**config.mk**
```make
export PLATFORM = sky130hd
export DESIGN_NAME = alu_mul_seq
export DESIGN_NICKNAME = d
export VERILOG_FILES = /design/src/rtl/alu_pkg.sv /design/src/rtl/alu_mul_seq.sv
export SDC_FILE = /design/constraint.sdc
export NUM_CORES = 1
export LEC_CHECK = 0
export ABC_AREA = 1
export CAP_MARGIN = 30
export CORE_MARGIN = 2
export CORE_UTILIZATION = 39
export DETAILED_ROUTE_END_ITERATION = 10
export GPL_ROUTABILITY_DRIVEN = 0
export PLACE_DENSITY_LB_ADDON = 0.15
export SYNTH_ARGS = -nofsm -noshare
export SYNTH_HDL_FRONTEND = slang
export SYNTH_SLANG_ARGS = --single-unit
```
**constraint.sdc**
```tcl
create_clock -name i_clk -period 2.25 [get_ports i_clk]
set_clock_uncertainty 0.2 [all_clocks]
set_input_delay 0.675 -clock i_clk [delete_from_list [all_inputs] [get_ports i_clk]]
set_output_delay 0.675 -clock i_clk [all_outputs]
set_load 0.01 [all_outputs]
```
**src/rtl/alu_pkg.sv**
```systemverilog
// Shared integer-ALU definitions: op encodings, sub-op encodings and the
// multiply-sequencer state type.
`timescale 1ns/1ps
package alu_pkg;

  localparam logic [2:0] ALU_ADD  = 3'b000;
  localparam logic [2:0] ALU_SLL  = 3'b001;
  localparam logic [2:0] ALU_SLT  = 3'b010;
  localparam logic [2:0] ALU_SLTU = 3'b011;
  localparam logic [2:0] ALU_XOR  = 3'b100;
  localparam logic [2:0] ALU_SR   = 3'b101;
  localparam logic [2:0] ALU_OR   = 3'b110;
  localparam logic [2:0] ALU_AND  = 3'b111;

  localparam logic OP2_ADD_SRL = 1'b0;
  localparam logic OP2_SUB_SRA = 1'b1;

  typedef enum logic [1:0] {
    IDLE = 2'd0,
    RUN  = 2'd1,
    DONE = 2'd2
  } mul_seq_state_t;

endpackage

```
**src/rtl/alu_mul_seq.sv**
```systemverilog
// Radix-2 shift-and-add multiplier (low word) that borrows the shared ALU for
// one add per granted cycle. Optional macro: ALU_MUL_SEQ_EARLY_EXIT_EN.
`timescale 1ns/1ps
module alu_mul_seq
  import alu_pkg::*;
#(
  parameter int XLEN = 32
) (
  input  logic            i_clk,
  input  logic            i_rst,
  input  logic            i_valid,
  output logic            o_ready,
  input  logic [XLEN-1:0] i_a,
  input  logic [XLEN-1:0] i_b,
  output logic            o_valid,
  input  logic            i_ready,
  output logic [XLEN-1:0] o_result,
  output logic            o_busy,
  output logic            o_alu_req,
  input  logic            i_alu_gnt,
  output logic [2:0]      o_alu_op,
  output logic            o_alu_op2,
  output logic [XLEN-1:0] o_alu_x,
  output logic [XLEN-1:0] o_alu_y,
  input  logic [XLEN-1:0] i_alu_result
);

  localparam int CNT_W = $clog2(XLEN);
  localparam logic [CNT_W-1:0] CNT_LAST = CNT_W'(XLEN - 1);

  mul_seq_state_t  state_q, state_d;
  logic [XLEN-1:0] acc_q, acc_d;
  logic [XLEN-1:0] mcand_q, mcand_d;
  logic [XLEN-1:0] mplier_q, mplier_d;
  logic [CNT_W-1:0] cnt_q, cnt_d;

  always_ff @(posedge i_clk) begin
    if (i_rst) begin
      state_q  <= IDLE;
      acc_q    <= '0;
      mcand_q  <= '0;
      mplier_q <= '0;
      cnt_q    <= '0;
    end else begin
      state_q  <= state_d;
      acc_q    <= acc_d;
      mcand_q  <= mcand_d;
      mplier_q <= mplier_d;
      cnt_q    <= cnt_d;
    end
  end

  always_comb begin
    state_d  = state_q;
    acc_d    = acc_q;
    mcand_d  = mcand_q;
    mplier_d = mplier_q;
    cnt_d    = cnt_q;

    o_ready   = 1'b0;
    o_valid   = 1'b0;
    o_busy    = 1'b0;
    o_alu_req = 1'b0;
    o_alu_op  = 3'b000;
    o_alu_op2 = 1'b0;
    o_alu_x   = '0;
    o_alu_y   = '0;

    unique case (state_q)
      IDLE: begin
        o_ready = 1'b1;
        if (i_valid) begin
          mcand_d  = i_a;
          mplier_d = i_b;
          acc_d    = '0;
          cnt_d    = '0;
`ifdef ALU_MUL_SEQ_EARLY_EXIT_EN
          state_d  = (i_b == '0) ? DONE : RUN;
`else
          state_d  = RUN;
`endif
        end
      end

      RUN: begin
        o_busy    = 1'b1;
        o_alu_req = 1'b1;
        o_alu_op  = ALU_ADD;
        o_alu_op2 = OP2_ADD_SRL;
        o_alu_x   = acc_q;
        o_alu_y   = mplier_q[0] ? mcand_q : '0;
        // Without a grant the ALU result is not ours, so nothing advances.
        if (i_alu_gnt) begin
          acc_d    = i_alu_result;
          mcand_d  = mcand_q << 1;
          mplier_d = mplier_q >> 1;
          cnt_d    = cnt_q + 1'b1;
          if (cnt_q == CNT_LAST) begin
            state_d = DONE;
          end
`ifdef ALU_MUL_SEQ_EARLY_EXIT_EN
          if ((mplier_q >> 1) == '0) begin
            state_d = DONE;
          end
`endif
        end
      end

      DONE: begin
        o_busy  = 1'b1;
        o_valid = 1'b1;
        if (i_ready) begin
          state_d = IDLE;
        end
      end

      default: begin
        state_d = IDLE;
      end
    endcase
  end

  assign o_result = acc_q;

endmodule

```
[Word-level counts from Yosys, hierarchy flattened]
Index checks and enable logic that the tools add are counted.
Operators by class
  multiplexer cells: 24
  reduce and logical (&&, ||, !) cells: 5
  add/sub/neg operators: 1
  equal/unequal tests: 7
Operators with widths (number)
  $mux W32: 9
  $pmux W32 S2: 3
  $mux W5: 2
  $pmux W5 S2: 1
  $mux W2: 4
  $ne A2 B2 Y1 const B: 4
  $pmux W2 S3: 1
  $add A5 B1 Y5 const B: 1
  $eq A5 B5 Y1 const B: 1
  $mux W1: 4
  $reduce_and A4 Y1: 1
  $reduce_and A3 Y1: 1
  $eq A2 B1 Y1 const B: 1
  $eq A2 B2 Y1 const B: 1
  $logic_not A2 Y1: 1
  $reduce_bool A2 Y1: 1
  $reduce_or A2 Y1: 1
Storage, ports and cells
  output and inout port bits: 104
  logic and storage cells: 42
  register bits: 103
  input bits: 101

[Logic depth before layout (Yosys ltp)]
  word-level depth: 4
  mapped depth: 12
  depth with buffers taken out: 10

[Worst setup path after synthesis]
Ideal clock, no wire load.
  kind: flip-flop to output port
  start point: register state_q[1]
  end point: output port o_alu_y[31]
  stages on the path, launching flop included: 8
  data arrival time: 1.422 ns
  data required time: 1.375 ns
  path buffers: 3
  slack: -0.047 ns
  path through: dfxtp_1 > inv_1 > ha_1 > buf_2 > buf_4 > clkbuf_1 > nand2_1 > nor2_1
Between the ends
  cells in the longest elaborated chain, start to end: 2
Ends and longest elaborated chain
  start: declaration: RTL line alu_mul_seq.sv:31  | mul_seq_state_t state_q, state_d;
  start signal: assignment: RTL line alu_mul_seq.sv:45  | state_q <= state_d;
  $eq A2 B1 Y1: RTL line alu_mul_seq.sv:69  | unique case (state_q)
  $mux W32: RTL line alu_mul_seq.sv:69
  end: declaration: RTL line alu_mul_seq.sv:24  | output logic [XLEN-1:0] o_alu_y,
No other way between the ends.

[Worst setup path in the final report]
  start point: register state_q[1]
  end point: output port o_alu_x[16]
Between the ends
  cells in the longest elaborated chain, start to end: 2
Ends and longest elaborated chain
  $eq A2 B1 Y1: RTL line alu_mul_seq.sv:69
  $mux W32: RTL line alu_mul_seq.sv:69
  end: declaration: RTL line alu_mul_seq.sv:23  | output logic [XLEN-1:0] o_alu_x,
No other way between the ends.

==> results_dict.tcl <==
set metrics [dict create \
    area_growth_pct 64.09 \
    final_nets 1134 \
    first_pass_iters 4 \
    ys_top_cells_by_area "dfxtp_1, nand2_1, a21oi_1, nand3_1, nand4_1" \
    worstRegToRegCells 12 \
    critical_path_class "flop to output port" \
    clk_pin_slew_worst_paths_ns 0.07 \
    slew_viol_final 0 \
    die_x_um 119.4 \
    synth-edff-count 0 \
    ys.flop_type "dfxtp_1" \
    viasPerCell 4.906 \
    final-setup-viol-count 65 \
    path_cells "inv_2, ha_4, buf_12, buf_12, clkbuf_16, nand2_1, inv_1, buf_2" \
    slowest_delay_ns 0.34 \
    port_buffers 200 \
    drive_gt1_share_pct 23.35 \
    synthTopCellsByCount "nand2_1, dfxtp_1, a21oi_1" \
    cpMostUsedCell "buf_12" \
    cts_sinks 103 \
    hold_depth 2 \
    cts_made_buffers 9 \
    dp_hpwl_mm 10.26 \
    ys_ff_latch 103 \
    drt_iter0_drc 382 \
    ys_types 18 \
    power_mw 11.32 \
    min_period_over_period_pct 107.6 \
    synth_area_leader_cell "dfxtp_1" \
    cts_max_level 3 \
    placed_area_um2 7581 \
    grt_pass1_vias 5351 \
    crit_path_start "state_q[1]" \
    root_buffer "clkbuf_16" \
    initial_core_util_pct 39.51 \
    fp.dieH_um 119.4 \
    worstReg2RegStart "state_q[1]" \
    holdCritStartpoint "mplier_q[10]" \
    routedWlPerCell_um 14.77 \
    cts_tree "yes" \
    switching_share_pct 42.39 \
    ir_drop_uv 613.2 \
    hp-class "flop to flop" \
    p_int_mw 6.519 \
    async_flop_share_pct 0 \
    num_vias 5927 \
    grt_pass1_wl_mm 26.28 \
    io_pins 205 \
    num_rows 42 \
    power_leakage_nw 4.077 \
    drc 0 \
    core_area_um2 13140 \
    worst_setup_path_start_kind "flop" \
    clk_latency_ns 0.35 \
    fmax_mhz 413.1 \
    antenna_cells 0 \
    antenna_left 0 \
    grt_setup_unrepaired "yes" \
    cellPowerDensity_nw_per_um2 1329 \
    min_to "mplier_q[10]" \
    synth_most_common_cell "nand2_1" \
    avgSynthCellArea_um2 6.433 \
    finalWirelength_mm 17.85 \
    critPathSlowestCell "dfxtp_2" \
    cts_hold_buffers 0 \
    p_comb_share_pct 60.8 \
    period_needed_ns 2.421 \
    grt_remaining_overflow 0 \
    fp.dieArea_um2 14250 \
    arrival_ns 1.55 \
    fin_ws_ns -0.1707 \
    synth-warning-count 0 \
    cts_buffer_depth 2 \
    switching_power_mw 4.798 \
    antenna_found_initial 0 \
    grt_usage_pct 22.68 \
    cp_max_fo 5 \
    cp_top_family "buffers and inverters" \
    r2r_end "mplier_q[1]" \
    path_buf_inv 6 \
    syn_area_um2 5191 \
    p_clk_share_pct 15.0 \
    drv_cap 0 \
    design_area_um2 8518 \
    outcome "finished, violations left" \
    violations "negative setup slack" \
    hold_viol 0 \
    p_seq_share_pct 24.1 \
    crit_path_end_kind "output port" \
    ys_seq_area_share_pct 39.72 \
    rrSetupSlack_ns 0.07 \
    synth_top_area_share_pct 39.72 \
    crit_required_ns 1.37 \
    synthCells 807 \
    grt_max_degree 66 \
]
## per-stage QoR
stage / setup slack (ns) / instances / hold slack [ns] / utilization (%) / setup TNS (ns)
after floorplan: 0.0009640 / 810 / 0.2392 / - / 0
after global placement: -0.1530 / 1158 / 0.2484 / 57.70 / -5.557
after detailed placement: -0.1678 / 1158 / 0.2516 / 57.70 / -6.203
after CTS: -0.1788 / 1192 / 0.2626 / 60.72 / -7.004
after global routing: -0.2270 / 1208 / 0.2787 / 64.84 / -10.65
final: -0.1707 / 1208 / 0.2604 / 64.84 / -6.351
## state kept, by name, indices dropped and copies added (netlist names)
name / count
cnt_q: 5
mcand_q: 32
mplier_q: 32
o_result: 32
state_q: 2
## metal layers
layer	routed length, um	track usage (%)	vias up	part of all wire [%]
met5	0	0	-	0
li1	-	-	3010	-
met1	7892	28.68	2727	44
met3	1186	5.220	16	6.6
met4	253	7.941	0	1.4
met2	8514	37.93	174	48
## layout by cell type, fill, tap and decap left out, types with 2 or more instances in the layout
cell type	instances
nor2_4	3
inv_2	9
nand2_2	27
inv_1	34
ha_1	5
buf_16	3
buf_4	36
nand4_1	35
bufinv_16	2
buf_8	2
nor2_1	31
clkbuf_16	18
buf_2	55
a21oi_1	96
nand2_1	285
buf_12	16
nor2_2	7
buf_6	21
dfxtp_1	100
clkdlybuf4s50_1	131
nand2_8	3
nand2_4	24
nand3_1	67
a21oi_2	4
conb_1	4
dfxtp_2	3
## worst reg2reg max path: stages, from the launching register on
cell and delay (ns):
dfxtp_2 0.34, inv_2 0.05, ha_4 0.17, buf_6 0.14, bufbuf_16 0.27, buf_4 0.16, inv_6 0.09, nand2_8 0.07
nand2_8 0.13, nand2_8 0.13, buf_16 0.19, nand2_1 0.07, a21oi_1 0.07
## power by group through the flow
stage / clock [mW] / combinational, mW / sequential (mW)
final: 1.70 / 6.88 / 2.73
after global routing: 1.83 / 7.42 / 2.80
after CTS: 1.73 / 5.65 / 2.69
after detailed placement: 0 / 5.00 / 2.68
after global placement: 0 / 4.98 / 2.67
after floorplan: 0 / 3.20 / 2.65
## worst max path at each step
stage | to | slack (ns) | depth (start not counted)
after floorplan | o_alu_x[10] | 0.001 | 8
after global placement | o_alu_x[12] | -0.15 | 7
after detailed placement | o_alu_x[13] | -0.17 | 7
after CTS | o_alu_y[5] | -0.18 | 8
after global routing | o_alu_y[5] | -0.23 | 8
final | o_alu_x[16] | -0.17 | 8
## timing repair
item,in CTS,in global routing
resized for setup,315,86
cloned,5,14
buffers inserted,13,5
pin swaps,5,12
setup endpoints to repair,68,137
## final cells by class
type	instances	area (um^2)
Sequential cell	103	2066
Clock buffer	11	242.7
Tap cell	176	220.2
Multi-Input combinational cell	593	2940
Timing Repair Buffer	276	2798
Clock inverter	5	81.33
Fill cell	1188	4619
Inverter	44	170.2
## cells by family after synthesis
family          share of synthesized area (%)
compound gates                          9.737
fa+ha+maj                               1.446
buf+inv                                 10.82
flops                                   39.72
other cells                           0.07224
simple gates                            38.20
Power figures use the tool's default switching activity.
